[src/rtl/fir_stream_ctrl_if.sv]
// Sample-in / filtered-word-out stream bundle for fir_stream_ctrl.
// The slave modport is the controller's view. The master modport is the view of the surrounding environment.
interface fir_stream_ctrl_if #(
  parameter int DATA_WIDTH = 24
);
  // Handshake on both streams: a word moves on a rising edge where valid && ready are both high.
  // The source holds its data stable while valid is high and not yet taken.
  // o_s_ready never depends on i_s_valid.
  logic [DATA_WIDTH-1:0] iv_s_data;
  logic                  i_s_valid;
  logic                  o_s_ready;
  logic [DATA_WIDTH-1:0] ov_m_data;
  logic                  o_m_valid;
  logic                  i_m_ready;
  logic                  o_m_last;
  logic                  o_m_ovf;

  modport slave (
    input  iv_s_data, i_s_valid, i_m_ready,
    output o_s_ready, ov_m_data, o_m_valid, o_m_last, o_m_ovf
  );

  modport master (
    output iv_s_data, i_s_valid, i_m_ready,
    input  o_s_ready, ov_m_data, o_m_valid, o_m_last, o_m_ovf
  );
endinterface

[src/rtl/fir_stream_ctrl.sv]
// Sequencer between a valid/ready sample stream and an enable-driven systolic FIR, with flush and priming tracking.
// Optional sticky per-tap overflow register: define FIR_STREAM_CTRL_OVF_STICKY_EN.
module fir_stream_ctrl #(
  parameter int DATA_WIDTH  = 24,
  parameter int FIR_DEPTH   = 128,
  parameter int FIR_LATENCY = 1
) (
  input  logic                  i_clk,
  input  logic                  i_rst,
  fir_stream_ctrl_if.slave      s_if,
  input  logic                  i_flush,
  output logic                  o_busy,
  output logic                  o_primed,
  output logic                  o_fir_en,
  output logic [DATA_WIDTH-1:0] ov_fir_din,
  input  logic [DATA_WIDTH-1:0] iv_fir_dout,
  input  logic [FIR_DEPTH-1:0]  iv_prod_ovf,
  input  logic [FIR_DEPTH-1:0]  iv_sum_ovf,
`ifdef FIR_STREAM_CTRL_OVF_STICKY_EN
  input  logic                  i_ovf_clr,
  output logic [FIR_DEPTH-1:0]  ov_ovf_tap,
`endif
  output logic [1:0]            ov_dbg_state
);

  localparam int            CW       = $clog2(FIR_DEPTH + 1);
  localparam logic [CW-1:0] DEPTH_C  = CW'(FIR_DEPTH);
  localparam logic [CW-1:0] DEPTH_M1 = CW'(FIR_DEPTH - 1);
  localparam logic [3:0]    LAT_C    = 4'(FIR_LATENCY);

  typedef enum logic [1:0] {
    ST_RUN  = 2'd0,
    ST_FIRE = 2'd1,
    ST_WAIT = 2'd2
  } state_t;

  state_t                r_state;
  state_t                w_state_nxt;
  logic                  r_flush_pend;
  logic                  r_flushing;
  logic [CW-1:0]         r_flush_cnt;
  logic [CW-1:0]         r_fire_cnt;
  logic                  r_primed;
  logic [3:0]            r_lat_cnt;
  logic [DATA_WIDTH-1:0] r_fir_din;
  logic [DATA_WIDTH-1:0] r_m_data;
  logic                  r_m_valid;
  logic                  r_m_last;
  logic                  r_m_ovf;

  logic w_out_free;
  logic w_s_ready;
  logic w_accept;
  logic w_flush_start;
  logic w_flush_fire;
  logic w_capture;
  logic w_flush_done;

  always_comb begin
    w_state_nxt   = r_state;
    w_accept      = 1'b0;
    w_flush_start = 1'b0;
    w_flush_fire  = 1'b0;
    w_capture     = 1'b0;
    w_out_free    = !r_m_valid || s_if.i_m_ready;
    w_s_ready     = (r_state == ST_RUN) && !r_flush_pend && !r_flushing && w_out_free;
    // Flush fires also wait for a free output slot, so a stalled sink never loses a flush word.
    case (r_state)
      ST_RUN: begin
        if (s_if.i_s_valid && w_s_ready) begin
          w_accept    = 1'b1;
          w_state_nxt = ST_FIRE;
        end else if (r_flush_pend && w_out_free) begin
          w_flush_start = 1'b1;
          w_state_nxt   = ST_FIRE;
        end else if (r_flushing && (r_flush_cnt != '0) && w_out_free) begin
          w_flush_fire = 1'b1;
          w_state_nxt  = ST_FIRE;
        end
      end
      ST_FIRE: w_state_nxt = ST_WAIT;
      ST_WAIT: begin
        if (r_lat_cnt == 4'd1) begin
          w_capture   = 1'b1;
          w_state_nxt = ST_RUN;
        end
      end
      default: w_state_nxt = ST_RUN;
    endcase
    w_flush_done = w_capture && r_flushing && (r_flush_cnt == CW'(1));
  end

  always_ff @(posedge i_clk) begin
    if (i_rst) begin
      r_state      <= ST_RUN;
      r_flush_pend <= 1'b0;
      r_flushing   <= 1'b0;
      r_flush_cnt  <= '0;
      r_fire_cnt   <= '0;
      r_primed     <= 1'b0;
      r_lat_cnt    <= '0;
      r_fir_din    <= '0;
      r_m_data     <= '0;
      r_m_valid    <= 1'b0;
      r_m_last     <= 1'b0;
      r_m_ovf      <= 1'b0;
    end else begin
      r_state <= w_state_nxt;

      if (w_accept) begin
        r_fir_din <= s_if.iv_s_data;
      end else if (w_flush_start || w_flush_fire) begin
        r_fir_din <= '0;
      end

      // A flush request arriving while one is pending or running is dropped.
      if (w_flush_start) begin
        r_flush_pend <= 1'b0;
      end else if (i_flush && !r_flushing) begin
        r_flush_pend <= 1'b1;
      end

      if (w_flush_start) begin
        r_flushing <= 1'b1;
      end else if (w_flush_done) begin
        r_flushing <= 1'b0;
      end

      if (w_flush_start) begin
        r_flush_cnt <= DEPTH_C;
      end else if (w_capture && r_flushing) begin
        r_flush_cnt <= r_flush_cnt - CW'(1);
      end

      if (w_flush_done) begin
        r_fire_cnt <= '0;
        r_primed   <= 1'b0;
      end else if (r_state == ST_FIRE) begin
        if (r_fire_cnt != DEPTH_C) begin
          r_fire_cnt <= r_fire_cnt + CW'(1);
        end
        if (r_fire_cnt >= DEPTH_M1) begin
          r_primed <= 1'b1;
        end
      end

      if (r_state == ST_FIRE) begin
        r_lat_cnt <= LAT_C;
      end else if (r_state == ST_WAIT) begin
        r_lat_cnt <= r_lat_cnt - 4'd1;
      end

      if (w_capture) begin
        r_m_data  <= iv_fir_dout;
        r_m_ovf   <= (|iv_prod_ovf) || (|iv_sum_ovf);
        r_m_valid <= 1'b1;
        r_m_last  <= w_flush_done;
      end else if (r_m_valid && s_if.i_m_ready) begin
        r_m_valid <= 1'b0;
        r_m_last  <= 1'b0;
      end
    end
  end

`ifdef FIR_STREAM_CTRL_OVF_STICKY_EN
  logic [FIR_DEPTH-1:0] r_ovf_tap;
  logic [FIR_DEPTH-1:0] w_ovf_set;

  assign w_ovf_set = w_capture ? (iv_prod_ovf | iv_sum_ovf) : '0;

  // Set is OR-ed after the clear so a same-cycle set survives.
  always_ff @(posedge i_clk) begin
    if (i_rst) begin
      r_ovf_tap <= '0;
    end else begin
      r_ovf_tap <= (i_ovf_clr ? '0 : r_ovf_tap) | w_ovf_set;
    end
  end

  assign ov_ovf_tap = r_ovf_tap;
`endif

  assign s_if.o_s_ready = w_s_ready;
  assign s_if.ov_m_data = r_m_data;
  assign s_if.o_m_valid = r_m_valid;
  assign s_if.o_m_last  = r_m_last;
  assign s_if.o_m_ovf   = r_m_ovf;
  assign o_fir_en       = (r_state == ST_FIRE);
  assign ov_fir_din     = r_fir_din;
  assign o_primed       = r_primed;
  assign o_busy         = (r_state != ST_RUN) || r_flush_pend;
  assign ov_dbg_state   = r_state;

endmodule

[src/flat_wrapper.sv]
// flat-port wrapper written by rule: the top's interface ports become plain ports
module fir_stream_ctrl_flat 
#(
  parameter int DATA_WIDTH  = 24,
  parameter int FIR_DEPTH   = 128,
  parameter int FIR_LATENCY = 1
)
  (i_clk, i_rst, i_flush, o_busy, o_primed, o_fir_en, ov_fir_din, iv_fir_dout, iv_prod_ovf, iv_sum_ovf, ov_dbg_state, s_if_iv_s_data, s_if_i_s_valid, s_if_i_m_ready, s_if_o_s_ready, s_if_ov_m_data, s_if_o_m_valid, s_if_o_m_last, s_if_o_m_ovf);
  fir_stream_ctrl_if #(.DATA_WIDTH(DATA_WIDTH)) s_if_i ();
  input  logic i_clk;
  input  logic i_rst;
  input  logic i_flush;
  output logic o_busy;
  output logic o_primed;
  output logic o_fir_en;
  output logic [DATA_WIDTH-1:0] ov_fir_din;
  input  logic [DATA_WIDTH-1:0] iv_fir_dout;
  input  logic [FIR_DEPTH-1:0] iv_prod_ovf;
  input  logic [FIR_DEPTH-1:0] iv_sum_ovf;
  output logic [1:0] ov_dbg_state;
  input wire logic [$bits(s_if_i.iv_s_data)-1:0] s_if_iv_s_data;
  input wire logic [$bits(s_if_i.i_s_valid)-1:0] s_if_i_s_valid;
  input wire logic [$bits(s_if_i.i_m_ready)-1:0] s_if_i_m_ready;
  output wire logic [$bits(s_if_i.o_s_ready)-1:0] s_if_o_s_ready;
  output wire logic [$bits(s_if_i.ov_m_data)-1:0] s_if_ov_m_data;
  output wire logic [$bits(s_if_i.o_m_valid)-1:0] s_if_o_m_valid;
  output wire logic [$bits(s_if_i.o_m_last)-1:0] s_if_o_m_last;
  output wire logic [$bits(s_if_i.o_m_ovf)-1:0] s_if_o_m_ovf;
  assign s_if_i.iv_s_data = s_if_iv_s_data;
  assign s_if_i.i_s_valid = s_if_i_s_valid;
  assign s_if_i.i_m_ready = s_if_i_m_ready;
  assign s_if_o_s_ready = s_if_i.o_s_ready;
  assign s_if_ov_m_data = s_if_i.ov_m_data;
  assign s_if_o_m_valid = s_if_i.o_m_valid;
  assign s_if_o_m_last = s_if_i.o_m_last;
  assign s_if_o_m_ovf = s_if_i.o_m_ovf;
  fir_stream_ctrl #(.DATA_WIDTH(DATA_WIDTH), .FIR_DEPTH(FIR_DEPTH), .FIR_LATENCY(FIR_LATENCY)) u_core (.i_clk(i_clk), .i_rst(i_rst), .s_if(s_if_i), .i_flush(i_flush), .o_busy(o_busy), .o_primed(o_primed), .o_fir_en(o_fir_en), .ov_fir_din(ov_fir_din), .iv_fir_dout(iv_fir_dout), .iv_prod_ovf(iv_prod_ovf), .iv_sum_ovf(iv_sum_ovf), .ov_dbg_state(ov_dbg_state));
endmodule
[config.mk]
export PLATFORM = sky130hd
export DESIGN_NAME = fir_stream_ctrl_flat
export DESIGN_NICKNAME = d
export VERILOG_FILES = /design/src/rtl/fir_stream_ctrl_if.sv /design/src/rtl/fir_stream_ctrl.sv /design/src/flat_wrapper.sv
export SDC_FILE = /design/constraint.sdc
export NUM_CORES = 1
export LEC_CHECK = 0
export BUFFER_PORTS_ARGS = -buffer_cell sky130_fd_sc_hd__buf_4
export CAP_MARGIN = 20
export CORE_AREA = 2 2 141 143
export CTS_CLUSTER_DIAMETER = 40
export DETAILED_ROUTE_END_ITERATION = 7
export DIE_AREA = 0 0 143 145
export SLEW_MARGIN = 20
export SYNTH_ARGS = -nofsm -noshare
export SYNTH_HDL_FRONTEND = slang
export SYNTH_SLANG_ARGS = --single-unit
[constraint.sdc]
create_clock -name i_clk -period 2.7 [get_ports i_clk]
set_clock_uncertainty 0.1 [all_clocks]
set_input_delay 0.135 -clock i_clk [delete_from_list [all_inputs] [get_ports i_clk]]
set_output_delay 0.135 -clock i_clk [all_outputs]
set_load 0.02 [all_outputs]
After elaboration in Yosys (flattened, before gate mapping). Index checks and enable logic that the tools add are counted.

Latch bits: 0. Logic and storage cells: 86. Register bits after elaboration: 76. Memories kept: 0. Bits in read-only memories: 0. Bits of input ports: 309. Memory bits (writable): 0.

Divide/modulo/power cells: 0. $mul: 0. Order comparisons: 1. Bitwise operators: 0. Shift-type cells: 0. Equality and inequality tests: 7. Muxes and demuxes: 27. Add/subtract/negate cells: 3. Reductions and logical operators: 34.

Operators with widths (count): OR reduction 128 bit (2); 2-to-1 mux 24 bit (2); 2-to-1 mux 1 bit (18); 2-to-1 mux 8 bit (2); nonzero test 2 bit (6); logical AND 1 bit (11); adder 8 x 1 -> 8 bit (second input constant) (1); equality test 8 x 1 -> 1 bit (second input constant) (1); greater-or-equal comparator 8 x 7 -> 1 bit (second input constant) (1); 2-to-1 mux 2 bit (4); inequality test 8 bit (second input constant) (1); nonzero test 8 bit (1); subtractor 8 x 1 -> 8 bit (second input constant) (1); one-hot mux 2 bit (3 select lines) (1); AND reduction 2 bit (3); OR reduction 2 bit (3); equality test 4 x 1 -> 1 bit (second input constant) (1); logical OR 1 bit (4); inequality test 4 bit (second input constant) (1); subtractor 4 x 1 -> 4 bit (second input constant) (1); zero test 1 bit (3); equality test 2 x 1 -> 1 bit (second input constant) (1); equality test 2 bit (second input constant) (1); zero test 2 bit (1); inequality test 2 x 1 -> 1 bit (second input constant) (1).

Logic depth before layout (Yosys ltp). Gate-level depths: netlist (run 1).

Depth in word-level cells: 10. Gate-level depth with buffers: 9. Mapped depth without buffers: 7.

Worst setup path before layout (run 1). No wires, ideal clock.

Path type: register to register. Start: reg u_core.r_state[0] (netlist: u_core.ov_dbg_state[0]). End: reg u_core.r_fir_din[10] (netlist: u_core.ov_fir_din[10]). Arrival: 2.161 ns. Clock period less this slack: 2.326 ns. Buffers on the path: 2. Library setup time: 0.065 ns. Path slack: 0.374 ns. Cell stages (with the launch flop): 10. Path through: dfxtp_1 inv_1 ha_1 nand2b_1 nor3_1 and2_1 buf_2 buf_2 a22oi_1 nor2_1.

Cells in the longest elaborated chain, start to end: 9. Elaborated cells between the ends (all ways): 14. Those cells by class: mux: 7; reduce/logical: 7.

Ends and longest elaborated chain: start, declared (RTL line fir_stream_ctrl.sv:37) `state_t r_state;`; start signal, assigned (RTL line fir_stream_ctrl.sv:108) `r_state <= w_state_nxt;`; zero test 2 bit (*) (RTL line fir_stream_ctrl.sv:66) `w_s_ready = (r_state == ST_RUN) && !r_flush_pend && !r_flushing && w_out_free;`; logical AND 1 bit (*) (3 in series) (RTL line fir_stream_ctrl.sv:66); net s_if_o_s_ready (RTL line flat_wrapper.sv:24) `output wire logic [$bits(s_if_i.o_s_ready)-1:0] s_if_o_s_ready;`; logical AND 1 bit (*) (RTL line fir_stream_ctrl.sv:70) `if (s_if.i_s_valid && w_s_ready) begin`; 2-to-1 mux 1 bit (RTL line fir_stream_ctrl.sv:70); 2-to-1 mux 1 bit (RTL line fir_stream_ctrl.sv:68) `case (r_state)`; logical OR 1 bit (RTL line fir_stream_ctrl.sv:112) `end else if (w_flush_start || w_flush_fire) begin`; nonzero test 2 bit (no line); end signal, assigned (RTL line fir_stream_ctrl.sv:111) `r_fir_din <= s_if.iv_s_data;`; end, declared (RTL line fir_stream_ctrl.sv:45) `logic [DATA_WIDTH-1:0] r_fir_din;`.

Mark *: on every way through the listed nets, which the timed path passes. The rest lies on a longest branch. A chain may end at the register's enable or synchronous reset.

Final worst setup path (run 1).
Start: reg u_core.r_state[0] (netlist: u_core.ov_dbg_state[0]). End: reg u_core.r_m_ovf (netlist: u_core.s_if.o_m_ovf).

Cells in the longest elaborated chain, start to end: 2.

Ends and longest elaborated chain: equality test 2 bit (RTL line fir_stream_ctrl.sv:68); 2-to-1 mux 1 bit (RTL line fir_stream_ctrl.sv:68); end signal, assigned (RTL line fir_stream_ctrl.sv:155) `r_m_ovf <= (|iv_prod_ovf) || (|iv_sum_ovf);`; end, declared (RTL line fir_stream_ctrl.sv:49) `logic r_m_ovf;`.

No other way between the ends.

==> results of run 1 <==
==> state kept, by name (all words and copies together), names as in the netlist, 2 cells and up <==
name	cells
u_core.ov_fir_din	24
u_core.s_if.ov_m_data	24
u_core.r_fire_cnt	8
u_core.r_flush_cnt	8
u_core.r_lat_cnt	4
u_core.ov_dbg_state	2
==> cell type report <==
| cell class | count | area, um2 |
|---|---|---|
| fill | 1971 | 11800 |
| timing repair buffer | 421 | 3280 |
| multi-input combinational | 319 | 1880 |
| sequential | 76 | 1520 |
| tap | 265 | 332 |
| clock buffer | 11 | 243 |
| clock inverter | 5 | 83.8 |
| inverter | 12 | 45.0 |
==> logic make-up (layout without fill, tap and decap cells) <==
| logic type | Yosys count | in the layout | share of synthesized area |
|---|---|---|---|
| AND/OR/NAND/NOR | 226 | 226 | 0.325 |
| AO/OA/AOI/OAI | 63 | 63 | 0.119 |
| buffers and inverters | 34 | 449 | 0.0406 |
| XOR/XNOR | 16 | 16 | 0.0395 |
| multiplexers | 3 | 3 | 0.00847 |
| adder cells (fa/ha/maj) | 11 | 11 | 0.0388 |
| flip-flops | 76 | 76 | 0.429 |
==> power breakdown <==
group          switching, mW  internal, mW  leakage (nW)
combinational          0.723         0.751          2.47
clock                  0.458         0.838         0.152
sequential            0.0976          1.25         0.616
total                   1.28          2.84          3.24
==> final timing paths <==
path / slack (ns) / startpoint / endpoint
max: 0.54 / u_core.ov_dbg_state[0]$_SDFFE_PP0P_ / u_core.s_if.o_m_ovf$_SDFFE_PP0P_
max reg2reg: 0.54 / u_core.ov_dbg_state[0]$_SDFFE_PP0P_ / u_core.s_if.o_m_ovf$_SDFFE_PP0P_
min: 0.03 / s_if_i_m_ready / u_core.s_if.o_m_last$_SDFFE_PP0P_
min reg2reg: 0.35 / u_core.s_if.ov_m_data[22]$_SDFFE_PP0P_ / u_core.s_if.ov_m_data[22]$_SDFFE_PP0P_
==> per-stage QoR <==
| stage | worst slack, ns | cells | hold slack [ns] | util | instance area [um2] |
|---|---|---|---|---|---|
| 2_1_floorplan | 0.374 | 429 | 0.171 | - | 3540 |
| 3_3_place_gp | 0.558 | 1044 | 0.276 | 0.342 | 6570 |
| 3_5_place_dp | 0.512 | 1044 | 0.281 | 0.342 | 6570 |
| 4_1_cts | 0.497 | 1109 | 0.0125 | 0.385 | 7390 |
| 5_1_grt | 0.269 | 1109 | 0.0327 | 0.385 | 7390 |
| 6_report | 0.539 | 1109 | 0.0296 | 0.385 | 7390 |
==> worst max-delay path: stages, from the launching register on <==
cell and delay [ns]:
dfxtp_1 0.33, inv_1 0.10, ha_1 0.28, and4bb_2 0.26, buf_4 0.31, nand3_1 0.11
nor4_1 0.23, and4_1 0.23, a211oi_1 0.06
==> metal layers <==
metal	up-vias	routed length, um
met3	18	1650
met2	212	8330
met1	2137	8080
met4	6	189
met5	-	34
li1	2392	-
==> placed cells by master, fill, tap and decap left out, types with 2 or more instances in the layout <==
cell	Yosys	layout
a21oi_1	30	30
clkinvlp_4	0	2
buf_4	3	372
ha_1	11	11
nand2b_1	4	4
dfxtp_1	76	76
nand4_1	19	19
inv_1	12	12
and2_1	2	2
nand2_1	55	55
nor2b_1	2	2
a22oi_1	25	25
nand3_1	7	7
nor2_1	52	52
mux2i_1	3	3
dlygate4sd3_1	0	49
nor3_1	8	8
a211oi_1	2	2
clkbuf_16	0	9
o21ai_0	2	2
nor4_1	68	68
bufinv_16	0	2
xnor2_1	10	10
xor2_1	6	6
==> timing repair <==
action,4_1_cts,5_1_grt
buffers inserted,0,0
hold buffers,49,0
hold endpoints to repair,49,0
==> flow_metrics.env, run 1 <==
export IMPL_outcome="finished, final reports clean"
export IMPL_cts_path_max_buffers=2
export IMPL_finalSetupViolations=0
export IMPL_drc_errors=0
export IMPL_ys_warn_count=0
export IMPL_hold_depth=4
export IMPL_cts_tree="yes"
export IMPL_synth_common_cells="dfxtp_1 (76), nor4_1 (68), nand2_1 (55)"
export IMPL_die_area_um2=20700
export IMPL_dp_hpwl_um=15100
export IMPL_synth_seq_cells=76
export IMPL_path_max_fanout=28
export IMPL_cts_root_buf="clkbuf_16"
export IMPL_finalHoldViolCount=0
export IMPL_max_cap_violations=0
export IMPL_cp_end_kind="register"
export IMPL_worst_pin_slew_ns=0.651
export IMPL_h_tree_depth=3
export IMPL_postSynthAreaPerCell_um2=8.26
export IMPL_coreArea_um2=19200
export IMPL_area_growth_pct=108
export IMPL_grt_max_degree=62
export IMPL_drive_gt1_frac=0.467
export IMPL_antenna_cells=0
export IMPL_drtAntennaViolNets=0
export IMPL_met3_usage=0.0611
export IMPL_ios=366
export IMPL_drtIter0Drc=232
export IMPL_cellLeakagePower_nw=3.24
export IMPL_synth_top_area_frac=0.429
export IMPL_fin_nets=1159
export IMPL_routed_wl_um=18300
export IMPL_yosysSeqAreaShare=0.429
export IMPL_grtUsageTotal=0.172
export IMPL_yosysMostFrequentCell="dfxtp_1"
export IMPL_met1_usage=0.223
export IMPL_maxSlewViolCount=0
export IMPL_startpoint_type="register"
export IMPL_dr_pass1_iters=4
export IMPL_crit_arrival_ns=2.24
export IMPL_synth_area_leader_cell="dfxtp_1"
export IMPL_die_h_um=145
export IMPL_required_ns=2.78
export IMPL_viasPerCell=4.30
export IMPL_ir_drop_mv=0.417
export IMPL_powerDensity_nw_per_um2=558
export IMPL_post_drt_wl_per_cell_um=16.5
export IMPL_synth_ff_type="dfxtp_1"
export IMPL_start_util=0.184
export IMPL_p_total_mw=4.12
export IMPL_rows=51
export IMPL_clkTransAtPathRegs_ns=0.06
export IMPL_timing_fmax_mhz=463
export IMPL_synth_async_reset_ratio=0
export IMPL_synth_area_leaders="dfxtp_1 (43%), nor4_1 (12%), nand2_1 (5.8%)"
export IMPL_synthesis_nets=749
export IMPL_layout_min_cycle_time_ns=2.16
export IMPL_antenna_found_initial=3
export IMPL_grt_pass1_wl_um=27400
export IMPL_cts_sinks=76
export IMPL_synth_cell_types=35
export IMPL_path_class="register to register"
export IMPL_grt_pass1_vias=4952
export IMPL_busiest_layer="met2"
export IMPL_grt_use_met2=0.277
export IMPL_fin_tns_setup_ns=0
export IMPL_overflow=0
export IMPL_fp_dieW_um=143
export IMPL_via_count=4765
export IMPL_synth_area_um2=3540
export IMPL_r2r_cells=8
export IMPL_portBuffers=365
export IMPL_clk_latency_ns=0.32
export IMPL_syn_inst=429
export IMPL_gp_congestion=0.959
export IMPL_synth_enable_flop_cells=0
export IMPL_maxSlewHeadroom=0.566
export IMPL_numCtsBuffers=9
export IMPL_min_path_type="input pin to register"
export IMPL_post_route_period_util=0.800
export IMPL_rsz0062_at_grt="false"
export IMPL_cts_repair_resized=0
Power figures use the tool's default switching activity.
==> run 2: changes to the inputs <==
--- a/config.mk
+++ b/config.mk
@@ -5,12 +5,13 @@
 export SDC_FILE = /design/constraint.sdc
 export NUM_CORES = 1
 export LEC_CHECK = 0
+export ABC_AREA = 1
 export BUFFER_PORTS_ARGS = -buffer_cell sky130_fd_sc_hd__buf_4
 export CAP_MARGIN = 20
-export CORE_AREA = 2 2 141 143
+export CORE_AREA = 2 2 142 144
 export CTS_CLUSTER_DIAMETER = 40
 export DETAILED_ROUTE_END_ITERATION = 7
-export DIE_AREA = 0 0 143 145
+export DIE_AREA = 0 0 144 146
 export SLEW_MARGIN = 20
 export SYNTH_ARGS = -nofsm -noshare
 export SYNTH_HDL_FRONTEND = slang
==> constraint.sdc (replaced) <==
create_clock -name i_clk -period 1.8 [get_ports i_clk]
set_clock_uncertainty 0.1 [all_clocks]
set_input_delay 0.09 -clock i_clk [delete_from_list [all_inputs] [get_ports i_clk]]
set_output_delay 0.09 -clock i_clk [all_outputs]
set_load 0.02 [all_outputs]
==> run 2 against run 1 <==
Net effect:
- sequential power grew 50%
- cell count grew 21%
- worst setup slack lost 0.41 ns
- global-route usage shrank 1.4 points
- register-to-register slack lost 0.38 ns
- wire length shrank 6.2%
- highest routed layer is now met4
- non-clock buffer count grew 8
- combinational power grew 58%
- synthesized area grew 14%
- critical path depth is the same
- utilization grew 2.7 points
- critical endpoint is now s_if_o_s_ready
- die area grew 1.4%
==> flow_metrics.env, run 2 <==
export IMPL_topRoutingLayerUsed="met4"
export IMPL_synthesis_nets=967
export IMPL_ys_warn_count=0
export IMPL_layout_commonest_cell="buf_4"
export IMPL_yosysMostFrequentCell="nand2_1"
export IMPL_dp_cells=1274
export IMPL_synth_cell_types=33
export IMPL_rrSetupSlack_ns=0.16
export IMPL_antenna_cells=0
export IMPL_syn_inst=647
export IMPL_met2_length_um=8140
export IMPL_postSynthAreaPerCell_um2=6.26
export IMPL_fin_nets=1392
export IMPL_synth_top_area_frac=0.376
export IMPL_cts_sinks=76
export IMPL_ios=366
export IMPL_rows=51
export IMPL_crit_arrival_ns=1.48
export IMPL_r2r_cells=11
export IMPL_rsz0062_at_grt="false"
export IMPL_antenna_found_initial=0
export IMPL_routed_wl_um=17200
export IMPL_synth_async_reset_ratio=0
export IMPL_numCtsBuffers=9
export IMPL_finalHoldViolCount=0
export IMPL_drtIter0Drc=236
export IMPL_drive_gt1_frac=0.391
export IMPL_instances_no_fill=1341
export IMPL_synth_seq_cells=76
export IMPL_yosysSeqAreaShare=0.376
export IMPL_worst_pin_slew_ns=0.574
export IMPL_path_max_fanout=4
export IMPL_dp_hpwl_um=14000
export IMPL_post_drt_wl_per_cell_um=12.8
export IMPL_viasPerCell=4.05
export IMPL_h_tree_depth=3
export IMPL_cts_path_max_buffers=2
export IMPL_outcome="finished, final reports clean"
export IMPL_die_h_um=146
export IMPL_synth_area_um2=4050
export IMPL_required_ns=1.61
export IMPL_path_class="register to output pin"
export IMPL_synth_ff_type="dfxtp_1"
export IMPL_timing_fmax_mhz=598
export IMPL_cellLeakagePower_nw=3.67
export IMPL_ir_drop_mv=0.567
export IMPL_fp_dieW_um=144
export IMPL_min_path_type="input pin to register"
export IMPL_wl_met1_um=7250
export IMPL_crit_path_end="s_if_o_s_ready"
export IMPL_reg2reg_to="u_core.ov_dbg_state[0]$_SDFFE_PP0P_"
export IMPL_cts_tree="yes"
export IMPL_finalSetupViolations=0
export IMPL_overflow=0
export IMPL_synth_common_cells="nand2_1 (194), nor2_1 (186), dfxtp_1 (76)"
export IMPL_drc_errors=0
export IMPL_maxSlewHeadroom=0.617
export IMPL_post_route_period_util=0.929
export IMPL_cts_root_buf="clkbuf_16"
export IMPL_coreArea_um2=19300
export IMPL_die_area_um2=21000
export IMPL_startpoint_type="register"
export IMPL_gp_congestion=0.844
export IMPL_maxSlewViolCount=0
export IMPL_finish_utilization=0.412
export IMPL_clk_latency_ns=0.32
export IMPL_grt_max_degree=54
export IMPL_max_cap_violations=0
export IMPL_clkTransAtPathRegs_ns=0.05
export IMPL_synth_area_leaders="dfxtp_1 (38%), nand2_1 (18%), nor2_1 (17%)"
export IMPL_via_count=5428
export IMPL_dr_pass1_iters=4
export IMPL_grt_pass1_vias=5463
export IMPL_drtAntennaViolNets=0
export IMPL_portBuffers=365
export IMPL_cp_startpoint="u_core.ov_dbg_state[0]$_SDFFE_PP0P_"
export IMPL_nFillCells=2033
export IMPL_synth_enable_flop_cells=0
export IMPL_cp_end_kind="output pin"
export IMPL_whs_ns=0.0353
export IMPL_route_met3_wl_um=1290
export IMPL_grt_pass1_wl_um=26400
export IMPL_r2r_start="u_core.ov_dbg_state[0]$_SDFFE_PP0P_"
export IMPL_synth_area_leader_cell="dfxtp_1"
export IMPL_final_cell_mix="buf_4 (378), nand2_1 (191), nor2_1 (184)"
export IMPL_start_util=0.209
export IMPL_grtUsageTotal=0.158
export IMPL_layout_min_cycle_time_ns=1.67
export IMPL_area_growth_pct=96.7
export IMPL_powerDensity_nw_per_um2=753
run 2: changes by cell type in the layout (fill, tap and decap cells not counted), sizes merged, moves of 5 or more:
cell | previous run | this run
nand3 | 7 | 14
nor4 | 68 | 0
buf | 372 | 379
nand2 | 55 | 196
inv | 13 | 35
nor3b | 0 | 5
a21oi | 30 | 66
xor2 | 6 | 0
o21ai | 2 | 10
nor2 | 53 | 189
a22oi | 25 | 0
nand4 | 19 | 8
xnor2 | 10 | 1
run 2: kinds of logic (layout without fill, tap and decap cells):
kind of cell	Yosys count	count (layout)	share of synthesized area
AND/OR/NAND/NOR	427	427	0.432
AO/OA/AOI/OAI	81	81	0.104
flip-flops	76	76	0.376
buffers and inverters	51	480	0.0529
adder cells (fa/ha/maj)	11	11	0.0340
XOR/XNOR	1	1	0.00216
run 2: final cells by class:
cell class	count	area, um2	share of cell area
Multi-Input combinational cell	520	2350	0.295
Timing Repair Buffer	429	3350	0.421
Tap cell	265	332	0.0417
Clock buffer	13	260	0.0327
Clock inverter	2	10.0	0.00126
Sequential cell	76	1520	0.191
Inverter	36	136	0.0171
run 2: through the flow:
stage	power [mW]	TNS, ns	setup slack [ns]	area, um2
6_report	5.99	0	0.128	7960
5_1_grt	6.41	0	0.00557	7960
4_1_cts	5.99	0	0.0802	7920
3_5_place_dp	4.20	-0.459	-0.0295	7140
3_3_place_gp	4.18	0	0.0130	7140
2_1_floorplan	3.15	0	0.0346	4060
run 2: worst min path at each step:
| stage | from | end | slack, ns | depth (start not counted) |
|---|---|---|---|---|
| 2_1_floorplan | iv_fir_dout[4] | u_core.s_if.ov_m_data[4]$_SDFFE_PP0P_ | 0.13 | 2 |
| 3_3_place_gp | i_flush | u_core.r_flush_pend$_SDFFE_PP0P_ | 0.24 | 3 |
| 3_5_place_dp | i_flush | u_core.r_flush_pend$_SDFFE_PP0P_ | 0.25 | 3 |
| 4_1_cts | i_rst | u_core.r_flush_cnt[7]$_SDFFE_PP0P_ | 0.01 | 4 |
| 5_1_grt | i_rst | u_core.r_flush_cnt[7]$_SDFFE_PP0P_ | 0.04 | 4 |
| 6_report | i_rst | u_core.r_flush_cnt[7]$_SDFFE_PP0P_ | 0.04 | 4 |
run 2: worst max-delay path: stages (launching register included):
cell	delay [ns]
dfxtp_2	0.34
inv_2	0.07
ha_2	0.18
nand2_2	0.06
nor2_2	0.07
nand2_1	0.10
buf_4	0.15
inv_1	0.05
buf_4	0.14
run 2: what timing repair did:
item,CTS,global route
pin swaps,0,3
buffers inserted,0,2
endpoints found under the hold margin,50,0
gates cloned,0,0
gates resized for setup,1,8
endpoints found under the setup margin,24,27
hold buffers,50,0
run 2: where the power goes:
group | internal (mW) | leakage (nW) | total (mW) | switching [mW]
Sequential | 1.89 | 0.617 | 2.02 | 0.137
Combinational | 1.16 | 2.92 | 2.32 | 1.16
Clock | 0.997 | 0.135 | 1.65 | 0.653
Total | 4.04 | 3.67 | 5.99 | 1.95
run 2: metal layers:
metal	global-route usage	vias up
met3	0.0421	42
met5	0	-
met4	0.0515	0
met1	0.193	2289
met2	0.269	210
li1	-	2887
==> run 3: changes to the inputs <==
--- a/config.mk
+++ b/config.mk
@@ -8,10 +8,10 @@
 export ABC_AREA = 1
 export BUFFER_PORTS_ARGS = -buffer_cell sky130_fd_sc_hd__buf_4
 export CAP_MARGIN = 20
-export CORE_AREA = 2 2 142 144
+export CORE_AREA = 2 2 143 145
 export CTS_CLUSTER_DIAMETER = 40
 export DETAILED_ROUTE_END_ITERATION = 7
-export DIE_AREA = 0 0 144 146
+export DIE_AREA = 0 0 145 147
 export SLEW_MARGIN = 20
 export SYNTH_ARGS = -nofsm -noshare
 export SYNTH_HDL_FRONTEND = slang
==> constraint.sdc (replaced) <==
create_clock -name i_clk -period 2 [get_ports i_clk]
set_clock_uncertainty 0.1 [all_clocks]
set_input_delay 0.1 -clock i_clk [delete_from_list [all_inputs] [get_ports i_clk]]
set_output_delay 0.1 -clock i_clk [all_outputs]
set_load 0.02 [all_outputs]
==> run 3 against run 2 <==
Net effect:
- first-iteration DRC count decreased by 9.3%
- sequential cell count unchanged
- cell area decreased by 0.99%
- register-to-register slack worse by 0.02 ns
- utilization shrank 1.5 points
- combinational power decreased by 16%
- sequential share of layout area increased by 0.16 points
- critical path type is now register to register
- largest cell class unchanged
- largest power group unchanged
==> flow_metrics.env, run 3 (synthesized netlist as in run 2, its figures left out) <==
export IMPL_area_growth_pct=94.7
export IMPL_reg2reg_to="u_core.ov_fir_din[3]$_SDFFE_PP0P_"
export IMPL_h_tree_depth=3
export IMPL_layout_commonest_cell="buf_4"
export IMPL_rows=52
export IMPL_numCtsBuffers=9
export IMPL_gp_congestion=0.835
export IMPL_finalSetupViolations=0
export IMPL_rrSetupSlack_ns=0.14
export IMPL_fin_ws_ns=0.137
export IMPL_cts_root_buf="clkbuf_16"
export IMPL_startpoint_type="register"
export IMPL_p_total_mw=5.30
export IMPL_hold_depth=4
export IMPL_max_cap_violations=0
export IMPL_post_route_period_util=0.932
export IMPL_r2r_cells=11
export IMPL_die_area_um2=21300
export IMPL_worst_pin_slew_ns=0.563
export IMPL_path_class="register to register"
export IMPL_grt_pass1_vias=5409
export IMPL_clk_latency_ns=0.34
export IMPL_cellLeakagePower_nw=3.63
export IMPL_dp_hpwl_um=13500
export IMPL_pre_cts_ws_ns=0.0248
export IMPL_min_path_type="input pin to register"
export IMPL_coreArea_um2=19800
export IMPL_fin_nets=1384
export IMPL_hp_start="i_rst"
export IMPL_finalHoldViolCount=0
export IMPL_antenna_cells=0
export IMPL_portBuffers=365
export IMPL_viasPerCell=4.04
export IMPL_path_max_fanout=24
export IMPL_post_drt_wl_per_cell_um=12.5
export IMPL_clkTransAtPathRegs_ns=0.06
export IMPL_final_cell_mix="buf_4 (371), nand2_1 (193), nor2_1 (186)"
export IMPL_drtAntennaViolNets=0
export IMPL_required_ns=2.09
export IMPL_grt_max_degree=54
export IMPL_cp_end_kind="register"
export IMPL_grt_pass1_wl_um=26500
export IMPL_instances_no_fill=1339
export IMPL_rsz0062_at_grt="true"
export IMPL_post_cts_buffers=0
export IMPL_cts_sinks=76
export IMPL_r2r_start="u_core.ov_dbg_state[0]$_SDFFE_PP0P_"
export IMPL_maxSlewViolCount=0
export IMPL_ir_drop_mv=0.527
export IMPL_via_count=5404
export IMPL_drive_gt1_frac=0.380
export IMPL_grtUsageTotal=0.153
export IMPL_routed_wl_um=16800
export IMPL_cts_tree="yes"
export IMPL_start_util=0.204
export IMPL_dp_cells=1273
export IMPL_ios=366
export IMPL_maxSlewHeadroom=0.624
export IMPL_fin_tns_setup_ns=0
export IMPL_dr_pass1_iters=4
export IMPL_outcome="finished, final reports clean"
export IMPL_crit_arrival_ns=1.96
export IMPL_cts_path_max_buffers=2
export IMPL_drtIter0Drc=214
export IMPL_overflow=0
export IMPL_antenna_found_initial=0
export IMPL_fp_dieW_um=145
export IMPL_layout_min_cycle_time_ns=1.86
export IMPL_die_h_um=147
export IMPL_min_to="u_core.r_flush_cnt[7]$_SDFFE_PP0P_"
export IMPL_drc_errors=0
export IMPL_powerDensity_nw_per_um2=673
export IMPL_timing_fmax_mhz=537
## run 3: cell count changes in the layout (fill, tap and decap cells not counted), sizes merged
| cell | before | now |
|---|---|---|
| clkinv | 3 | 4 |
| buf | 379 | 371 |
| clkbuf | 13 | 10 |
| clkinvlp | 0 | 2 |
| inv | 35 | 36 |
## run 3: how the worst max path moves through the flow
stage,startpoint,to,slack (ns),depth (start not counted)
final,u_core.ov_dbg_state[0]$_SDFFE_PP0P_,u_core.ov_fir_din[3]$_SDFFE_PP0P_,0.14,11
after global routing,u_core.ov_dbg_state[0]$_SDFFE_PP0P_,u_core.ov_fir_din[23]$_SDFFE_PP0P_,-0.03,11
after CTS,u_core.ov_dbg_state[0]$_SDFFE_PP0P_,u_core.ov_fir_din[19]$_SDFFE_PP0P_,0.007,11
after detailed placement,u_core.ov_dbg_state[0]$_SDFFE_PP0P_,u_core.ov_fir_din[19]$_SDFFE_PP0P_,0.02,11
after global placement,u_core.ov_dbg_state[0]$_SDFFE_PP0P_,u_core.ov_fir_din[0]$_SDFFE_PP0P_,0.10,11
after floorplan,u_core.ov_dbg_state[0]$_SDFFE_PP0P_,u_core.ov_fir_din[10]$_SDFFE_PP0P_,0.1,12
## run 3: routing by layer
metal | GRT usage | part of all wire | routed length, um
met1 | 0.181 | 0.42 | 7110
met2 | 0.268 | 0.49 | 8160
met3 | 0.0435 | 0.066 | 1110
met4 | 0.0485 | 0.022 | 377
met5 | 0 | 0 | 0
## run 3: power breakdown
group / internal [mW] / total, mW / leakage (nW) / switching, mW
Sequential: 1.69 / 1.81 / 0.617 / 0.119
Combinational: 0.955 / 1.96 / 2.88 / 1.01
Clock: 0.871 / 1.52 / 0.135 / 0.653
Total: 3.52 / 5.30 / 3.63 / 1.78
## run 3: metrics by stage
stage                     hold WS [ns]  area (um2)   util
final                           0.0372        7880  0.397
after global routing            0.0887        7880  0.397
after CTS                       0.0270        7870  0.397
after detailed placement         0.261        7090  0.357
after global placement           0.252        7090  0.357
after floorplan                  0.144        4050      -
## run 3: worst max-delay path, stage by stage (launching register included)
cell	delay, ns
dfxtp_1	0.34
inv_1	0.12
ha_2	0.24
nand2_1	0.09
nor2_1	0.09
nand2_1	0.10
nor2_4	0.14
inv_2	0.04
nand2_1	0.09
nand2_4	0.17
nand2_1	0.12
a21oi_1	0.07
## run 3: repair_timing
action,in CTS,in global routing
hold buffers,50,0
setup endpoints to repair,0,27
resized for setup,0,3
endpoints found under the hold margin,51,0
## run 3: cell type report
type                            instances  area, um2
Inverter                               36        136
Tap cell                              270        338
Timing Repair Buffer                  421       3290
Multi-Input combinational cell        520       2320
Sequential cell                        76       1520
Fill cell                            2109      12000
Clock inverter                          6       38.8
Clock buffer                           10        239
